<file path="src/rtl/div_unit_pkg.sv">
// Shared definitions for the iterative RV32M divider: op/state encodings,
// datapath widths and a magnitude helper.
package div_unit_pkg;

  localparam int XLEN  = 32;
  localparam int CNT_W = 5;

  typedef enum logic [1:0] {
    DIV_OP_DIV  = 2'b00,
    DIV_OP_DIVU = 2'b01,
    DIV_OP_REM  = 2'b10,
    DIV_OP_REMU = 2'b11
  } div_op_e;

  typedef enum logic [1:0] {
    DIV_IDLE = 2'b00,
    DIV_CALC = 2'b01,
    DIV_DONE = 2'b10
  } div_state_e;

  function automatic logic [XLEN-1:0] abs_val(input logic [XLEN-1:0] v, input logic is_signed);
    return (is_signed && v[XLEN-1]) ? -v : v;
  endfunction

endpackage

</file>
<file path="src/rtl/div_step.sv">
// One restoring-division iteration: shift {rem,quo} left, subtract the
// divisor on a widened path and keep the difference when it does not borrow.
module div_step
  import div_unit_pkg::*;
(
  input  logic [XLEN-1:0] rem,
  input  logic [XLEN-1:0] quo,
  input  logic [XLEN-1:0] divisor,
  output logic [XLEN-1:0] rem_next,
  output logic [XLEN-1:0] quo_next
);

  logic [XLEN:0]   shifted;
  logic [XLEN+1:0] trial;
  logic            trial_unused;

  // The shifted remainder can reach 33 bits when the divisor MSB is set,
  // so the trial carries one extra bit to keep the borrow unambiguous.
  always_comb begin
    shifted = {rem, quo[XLEN-1]};
    trial   = {1'b0, shifted} - {2'b00, divisor};
    if (!trial[XLEN+1]) begin
      rem_next = trial[XLEN-1:0];
      quo_next = {quo[XLEN-2:0], 1'b1};
    end else begin
      rem_next = shifted[XLEN-1:0];
      quo_next = {quo[XLEN-2:0], 1'b0};
    end
  end

  assign trial_unused = trial[XLEN];

endmodule

</file>
<file path="src/rtl/div_unit.sv">
// Iterative radix-2 restoring divide/remainder unit for RV32M, 32 steps per
// op, with a one-cycle fast path for divide-by-zero and signed overflow.
module div_unit
  import div_unit_pkg::*;
(
  input  logic            clk,
  input  logic            reset_n,
  input  logic            Start,
  input  logic [1:0]      DivOp,
  input  logic [XLEN-1:0] SrcA,
  input  logic [XLEN-1:0] SrcB,
  input  logic            Flush,
  output logic            Busy,
  output logic            Done,
  output logic [XLEN-1:0] DivResult
);

  localparam logic [XLEN-1:0] INT_MIN = {1'b1, {(XLEN-1){1'b0}}};

  div_state_e       state_reg;
  logic [CNT_W-1:0] cnt_reg;
  logic [XLEN-1:0]  rem_reg, quo_reg, dvs_reg, result_reg;
  logic             rem_sel_reg, neg_q_reg, neg_r_reg;
  logic             busy_reg, done_reg;

  logic [XLEN-1:0]  rem_step, quo_step, final_quo, final_rem;
  logic             is_signed;

  div_step u_step (
    .rem      (rem_reg),
    .quo      (quo_reg),
    .divisor  (dvs_reg),
    .rem_next (rem_step),
    .quo_next (quo_step)
  );

  assign is_signed = (DivOp == DIV_OP_DIV) || (DivOp == DIV_OP_REM);
  assign final_quo = neg_q_reg ? -quo_step : quo_step;
  assign final_rem = neg_r_reg ? -rem_step : rem_step;

  always_ff @(posedge clk or negedge reset_n) begin
    if (!reset_n) begin
      state_reg   <= DIV_IDLE;
      cnt_reg     <= '0;
      rem_reg     <= '0;
      quo_reg     <= '0;
      dvs_reg     <= '0;
      result_reg  <= '0;
      rem_sel_reg <= 1'b0;
      neg_q_reg   <= 1'b0;
      neg_r_reg   <= 1'b0;
      busy_reg    <= 1'b0;
      done_reg    <= 1'b0;
    end else begin
      done_reg <= 1'b0;
      if (Flush) begin
        state_reg <= DIV_IDLE;
        busy_reg  <= 1'b0;
      end else begin
        case (state_reg)
          DIV_IDLE, DIV_DONE: begin
            state_reg <= DIV_IDLE;
            busy_reg  <= 1'b0;
            if (Start) begin
              if (SrcB == '0) begin
                result_reg <= DivOp[1] ? SrcA : '1;
                state_reg  <= DIV_DONE;
                done_reg   <= 1'b1;
              end else if (is_signed && SrcA == INT_MIN && SrcB == '1) begin
                result_reg <= DivOp[1] ? '0 : INT_MIN;
                state_reg  <= DIV_DONE;
                done_reg   <= 1'b1;
              end else begin
                rem_reg     <= '0;
                quo_reg     <= abs_val(SrcA, is_signed);
                dvs_reg     <= abs_val(SrcB, is_signed);
                cnt_reg     <= '0;
                rem_sel_reg <= DivOp[1];
                neg_q_reg   <= is_signed && (SrcA[XLEN-1] ^ SrcB[XLEN-1]);
                neg_r_reg   <= is_signed && SrcA[XLEN-1];
                state_reg   <= DIV_CALC;
                busy_reg    <= 1'b1;
              end
            end
          end
          DIV_CALC: begin
            rem_reg <= rem_step;
            quo_reg <= quo_step;
            cnt_reg <= cnt_reg + 1'b1;
            // Last step: sign-fix the freshly computed values straight into the result.
            if (cnt_reg == '1) begin
              result_reg <= rem_sel_reg ? final_rem : final_quo;
              state_reg  <= DIV_DONE;
              busy_reg   <= 1'b0;
              done_reg   <= 1'b1;
            end
          end
          default: begin
            state_reg <= DIV_IDLE;
            busy_reg  <= 1'b0;
          end
        endcase
      end
    end
  end

  assign Busy      = busy_reg;
  assign Done      = done_reg;
  assign DivResult = result_reg;

endmodule

</file>
<file path="config.mk">
export PLATFORM = sky130hd
export DESIGN_NAME = div_unit
export DESIGN_NICKNAME = d
export VERILOG_FILES = /design/src/rtl/div_unit_pkg.sv /design/src/rtl/div_step.sv /design/src/rtl/div_unit.sv
export SDC_FILE = /design/constraint.sdc
export NUM_CORES = 1
export LEC_CHECK = 0
export ABC_AREA = 1
export CORE_ASPECT_RATIO = 1.2
export CORE_MARGIN = 4
export CORE_UTILIZATION = 50
export CTS_BUF_LIST = sky130_fd_sc_hd__clkbuf_4 sky130_fd_sc_hd__clkbuf_8 sky130_fd_sc_hd__clkbuf_16
export DETAILED_ROUTE_END_ITERATION = 10
export GPL_TIMING_DRIVEN = 0
export PLACE_DENSITY = 0.68
export SETUP_SLACK_MARGIN = 0.2
export SLEW_MARGIN = 20
export SYNTH_ARGS = -nofsm -noshare
export SYNTH_HDL_FRONTEND = slang
export SYNTH_SLANG_ARGS = --single-unit
</file>
<file path="constraint.sdc">
create_clock -name clk -period 6.8 [get_ports clk]
set_input_delay 0.68 -clock clk [delete_from_list [all_inputs] [get_ports clk]]
set_output_delay 0.68 -clock clk [all_outputs]
set_load 0.01 [all_outputs]
</file>
---- Word level (Yosys, flattened, before mapping) ----
Index checks and enable logic that the tools add are counted.
cells by class
  $add $sub $neg .......................... 6
  equality and inequality tests ........... 12
  multiplexer cells ....................... 44
  bitwise operators ....................... 4
  reduce and logical (&&, ||, !) cells .... 14
operator list
  operator                count
  $mux W32                18
  $pmux W32 S2            3
  $neg A32 Y32            4
  $eq A32 B32 Y1 const B  2
  $sub A33 B32 Y34        1
  $logic_not A32 Y1       1
  $mux W5                 3
  $reduce_and A5 Y1       3
  $mux W1                 11
  $mux W2                 5
  $pmux W5 S2             1
  $ne A2 B2 Y1 const B    4
  $ne A3 B3 Y1 const B    2
  $add A5 B1 Y5 const B   1
  $eq A5 B5 Y1 const B    1
  $logic_and A1 B1 Y1     5
  $eq A2 B2 Y1 const B    2
  $logic_not A2 Y1        2
  $pmux W1 S2             2
  $pmux W2 S2             1
  $not A1 Y1              3
  $eq A2 B1 Y1 const B    1
  $reduce_bool A2 Y1      1
  $reduce_or A2 Y1        1
  2 further kinds         2
storage, ports and cells
  register bits after elaboration ......... 140
  output and inout bits ................... 34
  word-level logic and storage cells ...... 91

---- Logic depth before layout (Yosys ltp) ----
  word-level depth ........................ 9
  mapped depth ............................ 29
  mapped depth without buffers ............ 29

---- Modules after synthesis ----
From an unflattened synthesis, not the netlist that was laid out.
second synthesis, totals
  cells, all modules ...................... 2366
  area, all modules ....................... 13788.2 um^2
by module, submodules not included
  module    instances  cells each  area each (um^2)  sequential area each (um^2)
  div_unit  1          1696        10430.0           3478.3
  div_step  1          670         3358.2            0.0

---- Worst setup path before layout ----
OpenSTA, ideal clock, no wires.
  path type ............................... register to register
  from .................................... reg rem_reg[7]
  to ...................................... reg result_reg[26] (netlist: DivResult[26])
  library setup time ...................... 0.078 ns
  data arrival time ....................... 3.350 ns
  data required time ...................... 6.722 ns
  path slack .............................. 3.373 ns
  stages on the path, launching flop included .. 29
  period minus slack after synthesis ...... 3.427 ns
  cells stage by stage .................... dfrtp_1 ha_1 nand2_2 inv_1 nand2_1 nand2_2 inv_2 nand3_4 nand2_4 nand2_4 nand2_8 nand2_4 inv_2 ha_1 inv_1 nor2_1 inv_1 nor2_1 nand3_1 nor3_1 nand2_1 o21ai_1 nand3_1 a21oi_1 o21ai_0 a21o_1 nand2_1 nand2_1 a21boi_1
on the way
  cells in the longest elaborated chain, start to end .. 7
  elaborated cells between the ends (all ways) .. 10
  classes of those cells .................. 3 x add/sub; 7 x mux
ends and longest elaborated chain
  what                                        line                            RTL
  start, declared                             div_unit.sv:22                  logic [XLEN-1:0] rem_reg, quo_reg, dvs_reg, result_reg;
  start signal, assigned                      div_unit.sv:87                  rem_reg <= rem_step;
  $sub A33 B32 Y34                            div_step.sv:21                  trial = {1'b0, shifted} - {2'b00, divisor};
  $mux W1 / $mux W32 (equally long branches)  div_step.sv:22                  if (!trial[XLEN+1]) begin
  $neg A32 Y32 (on tied branches)             div_unit.sv:38, div_unit.sv:39
  $mux W32 (on tied branches)                 div_unit.sv:38, div_unit.sv:39
  $mux W32 (*)                                div_unit.sv:92                  result_reg <= rem_sel_reg ? final_rem : final_quo;
  $mux W32 (*)                                div_unit.sv:91                  if (cnt_reg == '1) begin
  $pmux W32 S2 (*)                            div_unit.sv:60                  case (state_reg)
  end signal, assigned                        div_unit.sv:66                  result_reg <= DivOp[1] ? SrcA : '1;
  end signal, assigned                        div_unit.sv:70                  result_reg <= DivOp[1] ? '0 : INT_MIN;
  end signal, assigned                        div_unit.sv:92
  end, declared                               div_unit.sv:22
Mark *: on every way between the ends. The rest lies on a longest branch, timed or not. The select of a mux whose other input is x is not followed.
A chain may end at the register's enable or synchronous reset.

---- Worst setup path after layout ----
  from .................................... in SrcA[0]
  to ...................................... reg result_reg[31] (netlist: DivResult[31])
on the way
  cells in the longest elaborated chain, start to end .. 5
ends and longest elaborated chain
  what                                line            RTL
  start, declared                     div_unit.sv:10  input logic [XLEN-1:0] SrcA,
  $eq A32 B32 Y1                      div_unit.sv:69  end else if (is_signed && SrcA == INT_MIN && SrcB == '1) begin
  $logic_and A1 B1 Y1 (2 in a row)    div_unit.sv:69
  $ne A3 B3 Y1 (no source line)       -
  $reduce_and A5 Y1 (no source line)  -
Every way passes these cells.

==> flow_summary_export.csv <==
group,metric,value,unit
outcome,status,"finished clean",
die,initial_core_util,51.2,%
timing,setup_viol,0,
worst_setup_path,r2r_cells,27,
logic_synthesis,netlist_area,12700,µm²
timing,max_freq,0.215,GHz
job,maxCapViolations,0,
timing,slew_viol_final,0,
logic_synthesis,synth.area.top_cells,"dfrtp_1 (27%), nand2_1 (19%), inv_1 (9.2%), o21ai_0 (7.7%), nand3_1 (7.3%)",
routing,top_layer,"met4",
logic_synthesis,yosysWarningCount,0,
clock_tree,cts_tree,"done",
layout,nFillCells,2522,
routing,drc,0,
clock_tree,ctsResizeCount,0,
global_routing,antenna_found_initial,0,
global_routing,grt_max_degree,98,
global_routing,grt_pass1_wl,72900,µm
routing,vias,14192,
logic_synthesis,synth.largest_area_cell,"dfrtp_1",
layout,layout_common_cells,"nand2_1 (650), inv_1 (311), nor2_1 (198)",
logic_synthesis,synth_top_area_share,27.3,%
global_routing,grt_overflow,0,
layout,final_common_cell,"nand2_1",
routing,dr_wl_met3,2380,µm
timing,timing.final.ws_setup,2.15,ns
clock_tree,clk_latency,0.44,ns
logic_synthesis,synth.avg_cell_area,6.00,µm²
layout,drive_above_1_share,5.18,%
layout,area_delta_synth_final,16.1,%
worst_setup_path,r2r_slack,2.28,ns
clock_tree,htreeDepth,4,
routing,via_per_inst,5.49,
routing,wirelength,47000,µm
power,max-vdd-ir-drop,187,µV
clock_tree,cts.sinks,139,
routing,met1_length,18400,µm
logic_synthesis,ys_types,52,
layout,finish.utilization,59.4,%
routing,drtIter0Drc,1244,
timing,report.final.hold_viol_count,0,
clock_tree,cts-root-buf,"clkbuf_16",
worst_setup_path,startpoint_type,"primary input",
global_routing,first_global_vias,13671,
logic_synthesis,ys_seq_area_share,27.3,%
placed_design,routabilityCongestion,0.985,
global_routing,grt_use_total,33.1,%
worst_setup_path,startpoint,"SrcA[0]",
die,num_io_pins,104,
timing,rsz0062_at_grt,"no",
timing,period_needed,4.65,ns
clock_tree,cts_setup_buffers,0,
routing,post_drt_wl_per_cell,18.2,µm
timing,finalSetupTns,0,ns
worst_setup_path,r2r-start,"dvs_reg[20]$_DFFE_PN0P_",
die,core_area,24900,µm²
power,finalPower,3500,µW
power,p_leak,0.00768,µW
clock_tree,clk_path_buf_depth,2,
routing,wl_met2,23100,µm
clock_tree,cts_buffers,17,
die,die-area,28100,µm²
routing,ant_nets,0,
placed_design,hpwl,38800,µm
timing,fin_crit_sh,68.4,%
worst_setup_path,r2r_end,"DivResult[26]$_DFFE_PN0P_",
worst_hold_path,hold_class,"primary input to asynchronous set/reset pin",
timing,hold-worst-slack,0.131,ns
worst_setup_path,cp_max_fo,10,
die,die_x,154,µm
placed_design,pre_cts_ws,1.81,ns
logic_synthesis,synth-seq-cells,139,
layout,antenna-diode-count,0,
timing,clock_skew,0.00854,ns
power,p_per_area,236,nW/µm²
timing,worstMarginPinSlew,1.14,ns
layout,final_net_count,2358,
placed_design,numPortBuffers,103,
worst_setup_path,worst-setup-path-type,"primary input to flop",
clock_tree,clk_pin_slew,0.06,ns
die,die_y,183,µm
worst_setup_path,crit_required,7.11,ns
logic_synthesis,synthCells,2125,
timing,slew_headroom,23.3,%
worst_setup_path,worst_setup_path_end_kind,"flop",
die,fp-row-count,63,
worst_setup_path,critical_path_arrival,4.96,ns
logic_synthesis,synth.net_count,2235,
routing,drt-pass1-iter-count,7,
clock_tree,postCtsHoldBufs,0,
## how the worst max path moves through the flow
stage / end / slack, ns / depth (start not counted)
floorplan: DivResult[26]$_DFFE_PN0P_ / 3.37 / 28
global placement: rem_reg[21]$_DFFE_PN0P_ / -0.62 / 1
detailed placement: DivResult[31]$_DFFE_PN0P_ / 1.81 / 19
CTS: DivResult[31]$_DFFE_PN0P_ / 2.23 / 19
global route: DivResult[26]$_DFFE_PN0P_ / 1.95 / 27
finish: DivResult[31]$_DFFE_PN0P_ / 2.15 / 19
## per-stage QoR
step,instance area (µm²),std cells
global placement,14200,2553
global route,14800,2585
detailed placement,14200,2554
floorplan,12700,2125
CTS,14800,2585
finish,14800,2585
## where the power goes
group          internal, µW  switching (µW)  leakage, µW  total [µW]
clock                   555             387     0.000284         942
sequential              985             105      0.00178        1090
combinational           525             938      0.00562        1460
total                  2070            1430      0.00768        3500
## layer usage
| metal | GRT usage [%] | vias to the layer above |
|---|---|---|
| met5 | 0 | - |
| met4 | 19.4 | 0 |
| met3 | 3.54 | 143 |
| met2 | 59.2 | 532 |
| met1 | 38.2 | 6480 |
| li1 | - | 7037 |
## cells in the mapped netlist, drive strengths merged
cell	n
nand2	668
inv	321
o21ai	221
nor2	209
nand3	191
dfrtp	139
a21oi	72
clkbuf	51
ha	39
nor3	31
xor2	31
nand4	22
buf	20
or2	20
xnor2	18
a21boi	13
o22ai	12
nor4	10
o211ai	8
nand3b	5
a31oi	4
o31ai	3
a211oi	2
a21o	2
a2bb2oi	2
nor3b	2
a22o	1
a22oi	1
clkinv	1
fa	1
nor4b	1
o21a	1
o21bai	1
o221ai	1
o311ai	1
## critical path, stage by stage
cell and delay [ns]:
clkdlybuf4s50_1 0.41, inv_1 0.14, ha_1 0.21, nand3_1 0.11
inv_1 0.08, nand3_1 0.09, inv_1 0.09, nand3_1 0.13
inv_1 0.10, nand2_1 0.10, nor4_1 0.88, nand4_1 0.16
nand2_1 0.13, nand2_1 0.07, nand2_1 0.06, nand3_1 0.45
clkbuf_1 0.43, a21oi_1 0.49, a21oi_1 0.14
## logic make-up (layout without fill, tap and decap cells)
kind of cell | after synthesis | in the layout | synth area share, %
compound gates | 345 | 345 | 14.6
flops | 139 | 139 | 27.3
xor+xnor | 49 | 49 | 3.37
buf+inv | 393 | 528 | 11.9
simple gates | 1159 | 1159 | 38.9
fa+ha+maj | 40 | 40 | 3.99
## final cells by class
class / instances / area (µm²) / area share, %
Buffer: 71 / 305 / 2.06
Clock buffer: 19 / 447 / 3.02
Clock inverter: 12 / 138 / 0.930
Inverter: 322 / 1210 / 8.17
Multi-Input combinational cell: 1593 / 7750 / 52.4
Sequential cell: 139 / 3480 / 23.5
Tap cell: 325 / 407 / 2.75
Timing Repair Buffer: 104 / 1060 / 7.19
(Power assumes the default switching activity.)
